## config.mk

```make
export PLATFORM = sky130hd
export DESIGN_NAME = rx_cpu_dir_ctrl
export DESIGN_NICKNAME = d
export VERILOG_FILES = /design/src/rtl/xge_rx_pkg.sv /design/src/rtl/rx_cpu_token_bucket.sv /design/src/rtl/rx_cpu_dir_ctrl.sv
export SDC_FILE = /design/constraint.sdc
export NUM_CORES = 1
export LEC_CHECK = 0
export ABC_AREA = 1
export BUFFER_PORTS_ARGS = -buffer_cell sky130_fd_sc_hd__buf_2
export CORE_MARGIN = 2
export CORE_UTILIZATION = 57
export DETAILED_ROUTE_END_ITERATION = 6
export PLACE_DENSITY = 0.79
export SETUP_SLACK_MARGIN = 0.5
export SLEW_MARGIN = 20
export SYNTH_ARGS = -nofsm -noshare
export SYNTH_HDL_FRONTEND = slang
export SYNTH_SLANG_ARGS = --single-unit
```

## constraint.sdc

```tcl
create_clock -name clk_i -period 6.86 [get_ports clk_i]
set_clock_uncertainty 0.2 [all_clocks]
set_input_delay 2.058 -clock clk_i [delete_from_list [all_inputs] [get_ports clk_i]]
set_output_delay 2.058 -clock clk_i [all_outputs]
set_load 0.01 [all_outputs]
```

## src/rtl/xge_rx_pkg.sv

```systemverilog
// xge_rx: shared definitions for the RX direction path.
//   RX_DIR_CNT        width of the committed direction vector
//   RX_DIR_DROP       bit index of the drop direction
//   RX_DIR_CPU        bit index of the CPU direction
//   cpu_dir_state_e   state type of the CPU direction controller
package xge_rx;

    localparam int unsigned RX_DIR_CNT  = 4;
    localparam int unsigned RX_DIR_DROP = 0;
    localparam int unsigned RX_DIR_CPU  = 1;

    typedef enum logic [1:0] {
        CpuDirDisabled = 2'd0,
        CpuDirRun      = 2'd1,
        CpuDirDrain    = 2'd2
    } cpu_dir_state_e;

endpackage

```

## src/rtl/rx_cpu_token_bucket.sv

```systemverilog
// rx_cpu_token_bucket: refill timer and token counter that rate-limit the CPU direction.
//   clk_i              system clock
//   rst_n_i            synchronous active-low reset
//   cfg_rate_period_i  cycles per token refill, 0 disables rate limiting
//   cfg_burst_i        token ceiling
//   consume_i          one packet committed toward the CPU this cycle
//   tok_cnt_o          current token count
//   tok_next_o         token count after this edge (feeds the write-allowed register)
module rx_cpu_token_bucket #(
    parameter int unsigned TOK_W = 8
) (
    input  logic             clk_i,
    input  logic             rst_n_i,
    input  logic [15:0]      cfg_rate_period_i,
    input  logic [TOK_W-1:0] cfg_burst_i,
    input  logic             consume_i,
    output logic [TOK_W-1:0] tok_cnt_o,
    output logic [TOK_W-1:0] tok_next_o
);

    logic [15:0]      timer_q, timer_d;
    logic [TOK_W-1:0] tok_q, tok_d, tok_base;
    logic             rate_on;
    logic             refill;
    logic             consume;

    assign rate_on = (cfg_rate_period_i != 16'd0);
    // ">=" so that shrinking the period mid-count still wraps instead of running to 2^16
    assign refill  = rate_on && (timer_q >= (cfg_rate_period_i - 16'd1));
    assign consume = consume_i && rate_on;

    always_comb begin
        timer_d = timer_q + 16'd1;
        if (!rate_on || refill) begin
            timer_d = 16'd0;
        end
    end

    always_comb begin
        tok_base = tok_q;
        if (refill && !consume && (tok_q < cfg_burst_i)) begin
            tok_base = tok_q + TOK_W'(1);
        end else if (consume && !refill && (tok_q != '0)) begin
            tok_base = tok_q - TOK_W'(1);
        end
        // Clamp also covers a burst ceiling lowered below the current count
        tok_d = (tok_base > cfg_burst_i) ? cfg_burst_i : tok_base;
    end

    always_ff @(posedge clk_i) begin
        if (!rst_n_i) begin
            timer_q <= 16'd0;
            tok_q   <= '0;
        end else begin
            timer_q <= timer_d;
            tok_q   <= tok_d;
        end
    end

    assign tok_cnt_o  = tok_q;
    assign tok_next_o = tok_d;

endmodule

```

## src/rtl/rx_cpu_dir_ctrl.sv

```systemverilog
// rx_cpu_dir_ctrl: gates the CPU direction of the RX resolver on enable, outstanding
// packets and a token-bucket rate limit; counts drops and flags stray CPU releases.
//   clk_i / rst_n_i     clock and synchronous active-low reset
//   cfg_en_i            CPU direction enable
//   cfg_max_pend_i      limit on packets outstanding toward the CPU
//   cfg_rate_period_i   cycles per token refill, 0 = unlimited
//   cfg_burst_i         token ceiling
//   dir_commit_i        resolver decision strobe, qualifies rx_dir_i
//   rx_dir_i            committed direction vector
//   cpu_pkt_done_i      CPU released one packet
//   cnt_clr_i           clears drop_cnt_o and err_o
//   dir_cpu_wa_o        CPU write-allowed
//   pend_cnt_o          packets outstanding toward the CPU
//   tok_cnt_o           current token count
//   drop_cnt_o          saturating drop-commit count
//   err_o               sticky: release seen with nothing outstanding
module rx_cpu_dir_ctrl
    import xge_rx::*;
#(
    parameter int unsigned DIR_CNT = xge_rx::RX_DIR_CNT,
    parameter int unsigned PEND_W  = 8,
    parameter int unsigned TOK_W   = 8
) (
    input  logic               clk_i,
    input  logic               rst_n_i,
    input  logic               cfg_en_i,
    input  logic [PEND_W-1:0]  cfg_max_pend_i,
    input  logic [15:0]        cfg_rate_period_i,
    input  logic [TOK_W-1:0]   cfg_burst_i,
    input  logic               dir_commit_i,
    input  logic [DIR_CNT-1:0] rx_dir_i,
    input  logic               cpu_pkt_done_i,
    input  logic               cnt_clr_i,
    output logic               dir_cpu_wa_o,
    output logic [PEND_W-1:0]  pend_cnt_o,
    output logic [TOK_W-1:0]   tok_cnt_o,
    output logic [31:0]        drop_cnt_o,
    output logic               err_o
);

    cpu_dir_state_e    state_q, state_d;
    logic [PEND_W-1:0] pend_q, pend_d;
    logic [31:0]       drop_q, drop_d;
    logic              err_q, err_d;
    logic              wa_q, wa_d;
    logic [TOK_W-1:0]  tok_next;
    logic              cpu_commit;
    logic              drop_commit;
    logic              unused_dir;

    assign cpu_commit  = dir_commit_i && rx_dir_i[RX_DIR_CPU];
    assign drop_commit = dir_commit_i && rx_dir_i[RX_DIR_DROP];
    assign unused_dir  = ^rx_dir_i;

    rx_cpu_token_bucket #(
        .TOK_W (TOK_W)
    ) u_bucket (
        .clk_i             (clk_i),
        .rst_n_i           (rst_n_i),
        .cfg_rate_period_i (cfg_rate_period_i),
        .cfg_burst_i       (cfg_burst_i),
        .consume_i         (cpu_commit),
        .tok_cnt_o         (tok_cnt_o),
        .tok_next_o        (tok_next)
    );

    // FSM: state register
    always_ff @(posedge clk_i) begin
        if (!rst_n_i) begin
            state_q <= CpuDirDisabled;
        end else begin
            state_q <= state_d;
        end
    end

    // FSM: next state
    always_comb begin
        state_d = state_q;
        unique case (state_q)
            CpuDirDisabled: if (cfg_en_i) state_d = CpuDirRun;
            CpuDirRun:      if (!cfg_en_i) state_d = CpuDirDrain;
            CpuDirDrain: begin
                if (cfg_en_i) begin
                    state_d = CpuDirRun;
                end else if (pend_q == '0) begin
                    state_d = CpuDirDisabled;
                end
            end
            default:        state_d = CpuDirDisabled;
        endcase
    end

    // FSM: output, registered so every cause reaches dir_cpu_wa_o one cycle later
    always_comb begin
        wa_d = (state_d == CpuDirRun) && (pend_d < cfg_max_pend_i) &&
               ((tok_next != '0) || (cfg_rate_period_i == 16'd0));
    end

    // Commits are accounted regardless of wa, since the resolver may already be committed.
    always_comb begin
        pend_d = pend_q;
        if (cpu_commit && !cpu_pkt_done_i) begin
            if (pend_q != '1) begin
                pend_d = pend_q + PEND_W'(1);
            end
        end else if (cpu_pkt_done_i && !cpu_commit) begin
            if (pend_q != '0) begin
                pend_d = pend_q - PEND_W'(1);
            end
        end
    end

    // A release paired with a same-cycle commit is balanced, so it is not an error.
    always_comb begin
        err_d = err_q;
        if (cnt_clr_i) begin
            err_d = 1'b0;
        end else if (cpu_pkt_done_i && !cpu_commit && (pend_q == '0)) begin
            err_d = 1'b1;
        end
    end

    always_comb begin
        drop_d = drop_q;
        if (cnt_clr_i) begin
            drop_d = 32'd0;
        end else if (drop_commit && (drop_q != 32'hFFFF_FFFF)) begin
            drop_d = drop_q + 32'd1;
        end
    end

    always_ff @(posedge clk_i) begin
        if (!rst_n_i) begin
            pend_q <= '0;
            drop_q <= 32'd0;
            err_q  <= 1'b0;
            wa_q   <= 1'b0;
        end else begin
            pend_q <= pend_d;
            drop_q <= drop_d;
            err_q  <= err_d;
            wa_q   <= wa_d;
        end
    end

    assign dir_cpu_wa_o = wa_q;
    assign pend_cnt_o   = pend_q;
    assign drop_cnt_o   = drop_q;
    assign err_o        = err_q;

endmodule
```

# Word level (Yosys, flattened, before mapping)
# Index checks and enable logic that the tools add are counted.
# op_classes
addsub	7
magnitude_cmp	4
n_eq_ne	5
muxes	12
bitwise	1
n_reduce_logical	30
# ops
cell	n
$mux W8	7
$add A32 B1 Y32 const B	1
$ne A32 B32 Y1 const B	1
$reduce_bool A8 Y1	3
$add A16 B1 Y16 const B	1
$add A8 B1 Y8 const B	2
$ge A16 B16 Y1	1
$logic_not A16 Y1	1
$lt A8 B8 Y1	2
$reduce_bool A16 Y1	1
$sub A16 B1 Y16 const B	1
$sub A8 B1 Y8 const B	2
$logic_and A1 B1 Y1	14
$gt A8 B8 Y1	1
$logic_not A8 Y1	1
$mux W2	4
$ne A8 B8 Y1 const B	1
$pmux W2 S3	1
$logic_not A1 Y1	5
$eq A2 B1 Y1 const B	2
$reduce_or A2 Y1	2
$eq A2 B2 Y1 const B	1
$logic_not A2 Y1	1
$logic_or A1 B1 Y1	2
$not A1 Y1	1
# totals
ff_bits	68
inputBits	42
out_inout_bits	50
wordCells	66

# Longest topological paths before layout
# Gate-level depths: netlist of run 1.
# logic_depth
word_depth	13
ltp_mapped	35

# Cells and area by module
# Synthesis of run 1 repeated with hierarchy kept, for this count alone.
# hier_totals
cells_unflattened	842
area_unflattened_um2	5550.3
# by_module_without_submodules
mod	instances	cells_each	area_per_inst_um2
rx_cpu_dir_ctrl	1	450	2940.3
rx_cpu_token_bucket	1	392	2610.0

# Worst setup path after synthesis of run 1
# OpenSTA, ideal clock, no wires.
# synth_path
path_kind	input -> register
start	input port cfg_rate_period_i[0]
end	register wa_q, in the netlist dir_cpu_wa_o
setup_time_ps	117
arrival_time_ps	6007
required_ps	6543
path_slack_ps	536
cell_stages	33
path_buffers	0
path_cell_list	inv_1 -> ha_1 -> nand2_1 -> nor3_2 -> nand2_1 -> or4_1 -> nor2_1 -> xor2_1 -> inv_1 -> ha_1 -> nand2_1 -> o21ai_0 -> a21oi_1 -> nand2_1 -> nand2_2 -> nand3_4 -> inv_2 -> nand2_1 -> o21ai_1 -> a21boi_0 -> ha_1 -> a21oi_1 -> o21ai_0 -> nand2_1 -> o211ai_1 -> nand2_1 -> inv_1 -> nand2_1 -> nand2_1 -> nor2_1 -> nand3_1 -> nor2_1 -> a21oi_2
# synth_between
elab_chain_len	13
# synth_rtl
element	line	text
from (decl)	rx_cpu_dir_ctrl.sv:28	input logic [15:0] cfg_rate_period_i,
$sub A16 B1 Y16	rx_cpu_token_bucket.sv:29	assign refill = rate_on && (timer_q >= (cfg_rate_period_i - 16'd1));
$ge A16 B16 Y1	rx_cpu_token_bucket.sv:29	
$logic_and A1 B1 Y1	rx_cpu_token_bucket.sv:29	
$logic_not A1 Y1	rx_cpu_token_bucket.sv:43	end else if (consume && !refill && (tok_q != '0)) begin
$logic_and A1 B1 Y1 (2 in a row)	rx_cpu_token_bucket.sv:43	
$mux W8	rx_cpu_token_bucket.sv:43	
$mux W8	rx_cpu_token_bucket.sv:41	if (refill && !consume && (tok_q < cfg_burst_i)) begin
$gt A8 B8 Y1	rx_cpu_token_bucket.sv:47	tok_d = (tok_base > cfg_burst_i) ? cfg_burst_i : tok_base;
$mux W8	rx_cpu_token_bucket.sv:47	
$reduce_bool A8 Y1	rx_cpu_dir_ctrl.sv:96	((tok_next != '0) || (cfg_rate_period_i == 16'd0));
$logic_or A1 B1 Y1 (*)	rx_cpu_dir_ctrl.sv:96	
$logic_and A1 B1 Y1 (*)	rx_cpu_dir_ctrl.sv:95	wa_d = (state_d == CpuDirRun) && (pend_d < cfg_max_pend_i) &&
to (signal assigned)	rx_cpu_dir_ctrl.sv:142	wa_q <= wa_d;
to (decl)	rx_cpu_dir_ctrl.sv:45	logic wa_q, wa_d;
# Mark *: on every way between the ends. The rest lies on a longest branch, timed or not.
# A chain may end at the register's enable or synchronous reset.

# Worst setup path after layout of run 1
# layout_path
start	input port cfg_rate_period_i[1]
end	register wa_q, in the netlist dir_cpu_wa_o
# Same word-level chain as after synthesis.

==> results.md, run 1 <==
* Clock power frac at 22.2%
* Reg2reg path depth at 24
* Horiz. Die Dim at 100.7 um
* Clk buf depth at 2
* Initial DRT Pass Iterations at 6
* Comb power frac at a little under half
* Leakage at between 3 and 4 nW
* First-pass GRT wire length at approximately 21000 um
* Final Net Count at 1007
* Synth cell types at 44
* Pwr/cell area at 244.4 nW/um^2
* Via count at roughly 5500
* Number of cell rows at 35
* Final setup TNS at 0 ns
* RSZ-0062 raised after global routing: true
* Ant. Diodes at 0
* Crit Path Max Fanout at 7
* Min-delay src: u_bucket.timer_q[0]
* Vias in the first global route at between 5000 and 6000
* Clock root cell: clkbuf_8
* H-Tree Depth at 3
* Core area at a little over 9000 um^2
* Largest net degree at the start of global routing at 19
* NetSw at approximately 0.67 mW
* Final setup violating endpoints at 0
* Syn nets at about 900
* Worst r2r dst: dir_cpu_wa_o
* Most common cell on crit path: nand2_2
* Final period util at a little over 90%
* FF-to-FF Start: u_bucket.timer_q[11]
* Pint at roughly 0.91 mW
* DIE HEIGHT at between 100 and 150 um
* Top FF cell, synth: dfxtp_1
* Share of the synthesized area in the top cell type at 25.54%
* Syn Area/Cell at about 6.6 um^2
* YS warnings at 0
* Area contributors post-synth: dfxtp_1, nand2_1, ha_1
* ANT nets after route at 0
* Post-synthesis cell count at around 810
* Placed insts at about 1000
* Synthesized cell area at 5330 um^2
* Initial antenna violation count at 0
* Status: complete, no violations
* Drt total wl at 13100 um
* Post-synth top area cell: dfxtp_1
* GP Congestion at ~0.9
* CTS Sinks at approximately 70
* Die ar. at between 10000 and 15000 um^2
* Hold Buf Count CTS at 0
* Max Cap Viol at 0
* Max rail drop VDD at roughly 200 uV
* Worst setup endpoint: dir_cpu_wa_o
* Share of layout cells above drive strength 1 at 23.19%
* I/O pins at 92
* IO Port Bufs at between 80 and 90
* Fin cells at around 1000
* Post-synthesis sequential area ratio at around a quarter
* Area growth syn-to-layout at 21.48%
* Max Freq at around 160 MHz
* CTS tree: done
* Iteration-0 DRC Markers at between 150 and 200
* Slew @ Worst Pin at about 0.64 ns
* Drt wl/cell at 12.67 um
* Max incr delay on CP at 0.55 ns
* CP Launch Type: input port
* Initial core utilization at between 50% and 60%
* Total grt overflow at 0
* Via/cell ratio at about 5.3
* Clk slew on worst S/H paths at around 0.070 ns
* HPWL after DPL at ~9900 um
* CP max-delay cell: or4_4
* Register-to-register setup slack at between 3 and 4 ns
* Max-slew headroom at 57.45%
* Crit path kind: in -> reg
* Hold Crit Class: reg -> reg
* Crit path launch: cfg_rate_period_i[1]
* Critical Path End Type: register
* Flop pwr share at between 30% and 40%
* Post-synth top cells: nand2_1, inv_1, nor2_1
* Switching portion of total power at roughly 42%
* Slew Limit Fails at 0
* Critical path arrival at 6.36 ns
* Total power draw at 1.583 mW
* Req. time, crit path at between 6 and 7 ns
* Min Tclk post-route at 6.318 ns
* Num CTS Buffers at 9
* GRT Total Usage at between 20% and 30%
* Top-count cell post-synth: nand2_1
* Hold Vio Cnt, Final at 0
* Number of remaining DRC errors at 0
* EDFF count, synth at 0
* Clock Latency Late Sink at ~0.35 ns
* Post-synth ARST share at 0%
* Synthesized flop and latch total at 68
[cell usage in the layout (no fill, tap or decap), types with 3 or more instances in the layout]
cell	synthesis	routed
and2_1	3	3
nor3_2	4	5
ha_1	47	44
nor3_1	24	22
buf_6	0	4
buf_2	0	87
nand2_1	190	175
a21oi_1	51	48
inv_2	6	6
inv_1	121	116
buf_4	0	17
a31oi_1	4	4
o21ai_0	26	24
o21a_1	5	5
nor2_4	4	8
nand2_2	8	21
clkbuf_8	1	11
nand2_4	5	7
dfxtp_1	68	68
nand3_2	1	7
a21oi_2	3	6
nand4_1	27	27
inv_4	0	4
nand3_1	23	17
xor2_1	30	30
nor2_1	100	92
ha_4	0	3
nor2_2	5	9
nor3_4	3	4
nor4_1	5	4
xnor2_1	10	10
nor3b_1	6	6
[power groups by stage]
| stage | combinational [mW] | sequential, mW | clock [mW] |
|---|---|---|---|
| floorplan | 0.450 | 0.497 | 0 |
| global placement | 0.591 | 0.500 | 0 |
| detailed placement | 0.610 | 0.501 | 0 |
| CTS | 0.616 | 0.491 | 0.357 |
| global route | 0.843 | 0.501 | 0.375 |
| finish | 0.738 | 0.493 | 0.352 |
[area by class of cell]
class	instances	area [um^2]
clock buffers	11	151.4
clock inverters	5	58.81
fillers	785	2678
inverters	128	495.5
multi-input cells	603	3661
flip-flops and latches	68	1361
well taps	111	138.9
repair buffers	108	608.1
[through the flow]
step | utilization, % | setup WS (ns) | hold WS, ns | cell area (um^2)
5_1_grt | 70.75 | 0.2662 | 0.2917 | 6475
2_1_floorplan | - | 0.5357 | 0.2297 | 5330
3_3_place_gp | 64.72 | 0.1186 | 0.2401 | 5923
4_1_cts | 67.04 | 0.5173 | 0.2731 | 6136
6_report | 70.75 | 0.5423 | 0.2695 | 6475
3_5_place_dp | 64.72 | 0.05480 | 0.2571 | 5923
[worst max-delay path: cells and delay by family]
kind / cells / cell delay, ns
XOR/XNOR: 1 / 0.14
buffers and inverters: 5 / 0.43
adder cells (fa/ha/maj): 3 / 0.75
AND/OR/NAND/NOR: 17 / 2.24
AO/OA/AOI/OAI: 8 / 0.74
[metal layers]
layer	global-route usage [%]	share of wire (%)	vias up
met1	29.59	42	2496
met2	46.67	51	133
li1	-	-	2831
met5	0	0	-
met3	2.982	4.6	25
met4	9.905	2.0	0
[how the worst min path moves through the flow]
| stage | endpoint | slack [ns] | cells past startpoint |
|---|---|---|---|
| after floorplan | u_bucket.timer_q[0] | 0.23 | 1 |
| after global placement | u_bucket.timer_q[0] | 0.24 | 1 |
| after detailed placement | u_bucket.timer_q[0] | 0.26 | 1 |
| after CTS | u_bucket.timer_q[0] | 0.27 | 1 |
| after global routing | u_bucket.timer_q[0] | 0.29 | 1 |
| final | u_bucket.timer_q[0] | 0.27 | 1 |
[sequential cells by signal (all words and copies together) (netlist names)]
register            count
u_bucket.timer_q       16
err_o                   1
pend_cnt_o              8
state_q                 2
u_bucket.tok_cnt_o      8
dir_cpu_wa_o            1
drop_cnt_o             32
[timing repair]
| action | in CTS | in global routing |
|---|---|---|
| pin swaps | 0 | 34 |
| setup endpoints to repair | 1 | 9 |
| resized for setup | 2 | 66 |
| setup buffers | 0 | 13 |
[kinds of logic after synthesis]
kind of cell	after synthesis	synth area share, %
AOI/OAI and AO/OA	100	10.47
xor gates and xnor gates	40	6.573
adders and majority gates	47	11.03
buffers and inverters	135	9.695
DFF	68	25.54
and+or+nand+nor	416	36.69
Note: power is estimated with default switching activity, not from simulation.
==> run 2, diff against run 1 <==
CORE_UTILIZATION = 52   (was 57)
PLACE_DENSITY = 0.75   (was 0.79)
SYNTH_HIERARCHICAL = 1   (was not set)
clock period = 5.35 ns   (was 6.86 ns; I/O delays follow)
==> run 2 against run 1 <==
Compared with the run above:
- the run now ends with setup timing left
- die area increased by 14%
- sequential share of layout area down 3.2 points
- utilization is 3.2 points higher
- global-route usage grew 2.6 points
- total power rose by 75%
- critical endpoint unchanged
- highest routed layer unchanged
- worst setup slack got worse by 1.1 ns
- count of clock-buffer cells in the layout shrank 2
==> results.md, run 2 <==
* Status: complete, but fails checks
* Failing checks: setup timing
* Most common cell after layout, fill and taps aside: nand2_1
* Max rail drop VDD at 385.7 uV
* EDFF count, synth at 0
* Clk slew on worst S/H paths at roughly 0.080 ns
* Most frequent cells in the layout: nand2_1, inv_1, buf_2
* CP Launch Type: input port
* First-pass GRT wire length at 25970 um
* Area growth syn-to-layout at 37.62%
* Post-synthesis sequential area ratio at between 20% and 30%
* Critical Path End Type: register
* Share of layout cells above drive strength 1 at roughly a third
* DIE HEIGHT at 107.3 um
* Synthesized cell area at about 5600 um^2
* Synthesized flop and latch total at 68
* Final setup TNS at -1.826 ns
* Share of the synthesized area in the top cell type at roughly a quarter
* CP bufs+invs at 14
* Initial DRT Pass Iterations at 5
* Hold Crit Class: reg -> reg
* Fin Hold WS at 0.2568 ns
* Syn nets at 930
* Area contributors post-synth: dfxtp_1, nand2_1, ha_1
* Post-synth top cells: nand2_1, inv_1, nor2_1
* GP Congestion at 0.9016
* Layout fillers at slightly above 800
* Initial core utilization at between 50% and 60%
* Initial antenna violation count at 0
* Area of the multi-input gates at around 4100 um^2
* Total grt overflow at 0
* Ant. Diodes at 0
* IO Port Bufs at 89
* Most common cell on crit path: buf_4
* Kind of cell adding the most delay to the critical path: simple AND/OR/NAND/NOR gates
* Min-delay src: err_o
* Core area at 10320 um^2
* Slew @ Worst Pin at around 0.95 ns
* Final Net Count at approximately 1100
* Max Freq at 167.9 MHz
* Register area at approximately 1400 um^2
* Drt wl/cell at approximately 14 um
* Number of cell rows at 37
* CTS tree: done
* Min Tclk post-route at between 5 and 6 ns
* Via/cell ratio at 5.314
* CTS Sinks at a little under 70
* Post-synthesis cell count at 842
* Post-layout util at between 70 and 80%
* Number of flip-flops in the largest register at 32
* Num CTS Buffers at 9
* Largest net degree at the start of global routing at 31
* Drt total wl at 16850 um
* HPWL after DPL at around 11000 um
* H-Tree Depth at 3
* Leakage at approximately 3.7 nW
* Clock root cell: clkbuf_8
* Final setup violating endpoints at 8
* Via count at between 6000 and 7000
* Crit path kind: in -> reg
* Hold Vio Cnt, Final at 0
* Synth cell types at 46
* ANT nets after route at 0
* Final worst setup slack at -0.6045 ns
* Syn Area/Cell at around 6.6 um^2
* YS warnings at 6
* Max incr delay on CP at between 0.2 and 0.3 ns
* FF-to-FF Start: u_bucket/tok_cnt_o[1]
* Hold Buf Count CTS at 0
* Max Cap Viol at 0
* Post-synth ARST share at 0%
* Total power draw at 2.776 mW
* Clock Latency Late Sink at ~0.36 ns
* Max-slew headroom at between 30% and 40%
* GRT Total Usage at ~28%
* Pwr/cell area at between 300 and 400 nW/um^2
* Horiz. Die Dim at roughly 110 um
* Iteration-0 DRC Markers at roughly 400
* Req. time, crit path at about 5.4 ns
* RSZ-0062 raised after global routing: true
* Critical path arrival at 6.01 ns
* Top-count cell post-synth: nand2_1
* Slew Limit Fails at 0
* DP Worst Slack at -1.098 ns
* CP max-delay cell: ha_4
* Die ar. at 11520 um^2
* Clk buf depth at 2
* Final period util at 111.3%
* Vias in the first global route at 5750
* Crit path launch: cfg_rate_period_i[2]
* Number of remaining DRC errors at 0
* Top FF cell, synth: dfxtp_1
* Crit Path Max Fanout at 8
* I/O pins at 92
* Post-synth top area cell: dfxtp_1
run 2: report_power, final:
group / internal [mW] / switching [mW]
Combinational: 0.794 / 0.868
Sequential: 0.550 / 0.0744
Clock: 0.266 / 0.224
run 2: path summary, 6_finish.rpt:
check / slack (ns) / endpoint / cells past startpoint
worst min-delay path: 0.26 / err_o / 2
worst max register to register: 1.17 / dir_cpu_wa_o / 25
worst max-delay path: -0.60 / dir_cpu_wa_o / 37
worst min register to register: 0.26 / err_o / 2
run 2: repair_timing:
item / in CTS / in global routing
endpoints found under the setup margin: 9 / 9
cloned: 1 / 0
pin swaps: 53 / 25
buffers inserted: 39 / 4
resized for setup: 71 / 39
run 2: final cells by class:
class / count / area share, %
Multi-Input combinational cell: 651 / 54.25
Clock buffer: 9 / 1.622
Timing Repair Buffer: 188 / 17.10
Sequential cell: 68 / 17.82
Inverter: 113 / 5.684
Clock inverter: 7 / 1.294
Tap cell: 136 / 2.228
run 2: worst min-delay path, stage by stage, from the launching register on:
cell and delay [ns]:
dfxtp_1 0.31, inv_1 0.05, a21oi_1 0.05
run 2: through the flow:
step,std cells,area [um^2]
detailed placement,1112,6595
finish,1172,7639
CTS,1168,7450
floorplan,842,5614
global placement,1112,6595
global route,1172,7639
run 2: cell families after synthesis:
family	Yosys count	synth area share, %
XOR/XNOR	54	8.521
buffers and inverters	124	8.904
flip-flops	68	24.53
adder cells (fa/ha/maj)	46	10.37
AND/OR/NAND/NOR	452	37.24
AO/OA/AOI/OAI	98	10.44
run 2: routing by layer:
| metal | vias to the layer above | global-route usage (%) | share of wire [%] |
|---|---|---|---|
| li1 | 3122 | - | - |
| met1 | 2888 | 34.61 | 43 |
| met2 | 180 | 48.87 | 50 |
| met3 | 38 | 5.690 | 4.9 |
| met4 | 0 | 7.699 | 2.0 |
| met5 | - | 0 | 0 |
==> run 3, diff against run 2 <==
CAP_MARGIN = 10   (was not set)
PLACE_DENSITY = 0.76   (was 0.75)
SYNTH_HIERARCHICAL = not set   (was 1)
==> run 3 against run 2 <==
Compared with the run above:
- the run still ends with setup timing left
- sequential power increased by 2%
- sequential share of layout area increased by 1.2 points
- final area decreased by 6.1%
- critical path depth decreased by 3
- clock power decreased by 5.7%
- utilization decreased by 1.3 points
- total power decreased by 14%
- register-to-register slack improved by 0.54 ns
- highest routed layer unchanged
- largest power group unchanged
- largest cell class unchanged
- flip-flop and latch count unchanged
==> results.md, run 3 (synthesized netlist as in run 1, its figures left out) <==
* DIE HEIGHT at 105.2 um
* Final period util at 104.9%
* Initial core utilization at between 50% and 60%
* Final Net Count at around 1100
* Placed insts at around 1100
* Core area at 9864 um^2
* Area growth syn-to-layout at 34.51%
* First-pass GRT wire length at approximately 22000 um
* Drt total wl at between 10000 and 15000 um
* Hold Vio Cnt, Final at 0
* CP bufs+invs at 6
* Vias in the first global route at approximately 5100
* Flop pwr share at around a quarter
* GP Congestion at slightly below 0.9
* NetSw at 1.003 mW
* Crit path kind: in -> reg
* Ant. Diodes at 0
* Final setup violating endpoints at 9
* Most frequent cells in the layout: nand2_1, inv_1, nor2_1
* Status: complete, but fails checks
* Kind of cell adding the most delay to the critical path: simple AND/OR/NAND/NOR gates
* CP Launch Type: input port
* Min Tclk post-route at around 5.6 ns
* Stages on the worst setup path at 34
* Share of layout cells above drive strength 1 at a little under a third
* Pwr/cell area at approximately 330 nW/um^2
* Comb power frac at between 50% and 60%
* Number of cell rows at 36
* Critical Path End Type: register
* Via/cell ratio at 5.105
* Via count at between 5000 and 6000
* FF-to-FF Start: u_bucket.timer_q[11]
* Req. time, crit path at 5.41 ns
* Horiz. Die Dim at around 110 um
* Clock root cell: clkbuf_8
* Pint at roughly 1.4 mW
* Num CTS Buffers at 9
* Max Cap Viol at 0
* GRT Total Usage at roughly a quarter
* Number of flip-flops in the largest register at 32
* Initial antenna violation count at 0
* Critical path arrival at roughly 5.7 ns
* H-Tree Depth at 3
* Leakage at between 3 and 4 nW
* Slew @ Worst Pin at ~0.69 ns
* Crit Path Max Fanout at 7
* Initial DRT Pass Iterations at 5
* Max incr delay on CP at ~0.32 ns
* Hold Crit Class: reg -> reg
* Reg2reg path depth at 24
* Drt wl/cell at 12.62 um
* CTS tree: done
* Total grt overflow at 0
* Final worst setup slack at -0.2647 ns
* Worst r2r dst: dir_cpu_wa_o
* Switching portion of total power at around two fifths
* Iteration-0 DRC Markers at 240
* Max rail drop VDD at about 380 uV
* Die ar. at between 10000 and 15000 um^2
* Worst setup endpoint: dir_cpu_wa_o
* Max Freq at roughly 180 MHz
* Max-slew headroom at between 50% and 60%
* CP max-delay cell: ha_1
* CTS Sinks at a little under 70
* RSZ-0062 raised after global routing: true
* Failing checks: setup timing
* Post-layout util at 72.68%
* Crit path launch: cfg_rate_period_i[0]
* Clk buf depth at 2
* I/O pins at 92
* Layout fillers at between 800 and 900
* Register-to-register setup slack at approximately 1.7 ns
* Most common cell after layout, fill and taps aside: nand2_1
* Hold Buf Count CTS at 0
* IO Port Bufs at a little under 90
* Largest net degree at the start of global routing at 19
* HPWL after DPL at 9896 um
* Clock power frac at a little under 20%
* ANT nets after route at 0
* Slew Limit Fails at 0
* Number of remaining DRC errors at 0
* Fin cells at 1114
* Clk slew on worst S/H paths at approximately 0.090 ns
* Clock Latency Late Sink at about 0.36 ns
run 3: cell count changes in the layout (fill, tap and decap cells not counted), moves of 5 or more:
| cell | change |
|---|---|
| nand2_1 | -35 |
| nand3_1 | -26 |
| nor2_1 | +19 |
| buf_4 | -18 |
| inv_1 | +15 |
| o21ai_0 | +9 |
| xnor2_1 | -9 |
| a21oi_2 | -8 |
| nand3_2 | -6 |
| a21oi_1 | -5 |
| and2_4 | -5 |
| nand4_1 | +5 |
run 3: worst reg2reg max path, delay by kind of cell (launching register included):
family / cells / cell delay [ns]
and+or+nand+nor: 11 / 1.13
AOI/OAI and AO/OA: 9 / 0.95
buffers and inverters: 2 / 0.20
adders and majority gates: 2 / 0.62
DFF: 1 / 0.44
run 3: repair_timing:
action,CTS,global route
gates resized for setup,27,73
endpoints found under the setup margin,9,9
pin swaps,16,23
buffers inserted,22,5
run 3: power by group through the flow:
stage / Clock [mW] / Combinational (mW) / Sequential, mW
floorplan: 0 / 0.591 / 0.638
global placement: 0 / 0.909 / 0.645
detailed placement: 0 / 0.925 / 0.645
CTS: 0.461 / 1.06 / 0.633
global route: 0.486 / 1.42 / 0.644
finish: 0.461 / 1.29 / 0.635
run 3: final cells by class:
class                      count  area (um^2)  share of cell area, %
clock buffer                   9        123.9                  1.728
clock inverter                 7        80.08                  1.117
inverter                     128        506.7                  7.068
multi-input combinational    603         3817                  53.25
sequential                    68         1361                  18.99
tap                          133        166.4                  2.321
timing repair buffer         166         1114                  15.53
run 3: through the flow:
step / TNS (ns) / hold slack, ns / instance area [um^2] / power (mW) / setup WS (ns)
after floorplan: -0.1815 / 0.2297 / 5401 / 1.229 / -0.1815
after global placement: -5.309 / 0.2468 / 6365 / 1.554 / -0.7541
after detailed placement: -6.007 / 0.2570 / 6365 / 1.570 / -0.8235
after CTS: -1.886 / 0.2741 / 6825 / 2.158 / -0.3295
after global routing: -3.595 / 0.3272 / 7169 / 2.555 / -0.5295
final: -1.324 / 0.2698 / 7169 / 2.389 / -0.2647
run 3: how the worst min path moves through the flow:
stage | start | endpoint | slack (ns) | depth (start not counted)
after floorplan | u_bucket.timer_q[0] | u_bucket.timer_q[0] | 0.23 | 1
after global placement | u_bucket.timer_q[0] | u_bucket.timer_q[0] | 0.25 | 1
after detailed placement | u_bucket.timer_q[0] | u_bucket.timer_q[0] | 0.26 | 1
after CTS | u_bucket.timer_q[0] | u_bucket.timer_q[0] | 0.27 | 1
after global routing | err_o | err_o | 0.33 | 2
final | u_bucket.timer_q[0] | u_bucket.timer_q[0] | 0.27 | 1
run 3: layer usage:
| metal | vias up | global-route usage [%] | wire, um |
|---|---|---|---|
| li1 | 2951 | - | - |
| met1 | 2565 | 30.45 | 6191 |
| met2 | 146 | 42.35 | 6860 |
| met3 | 25 | 3.340 | 737 |
| met4 | 0 | 7.714 | 275 |
| met5 | - | 0 | 0 |
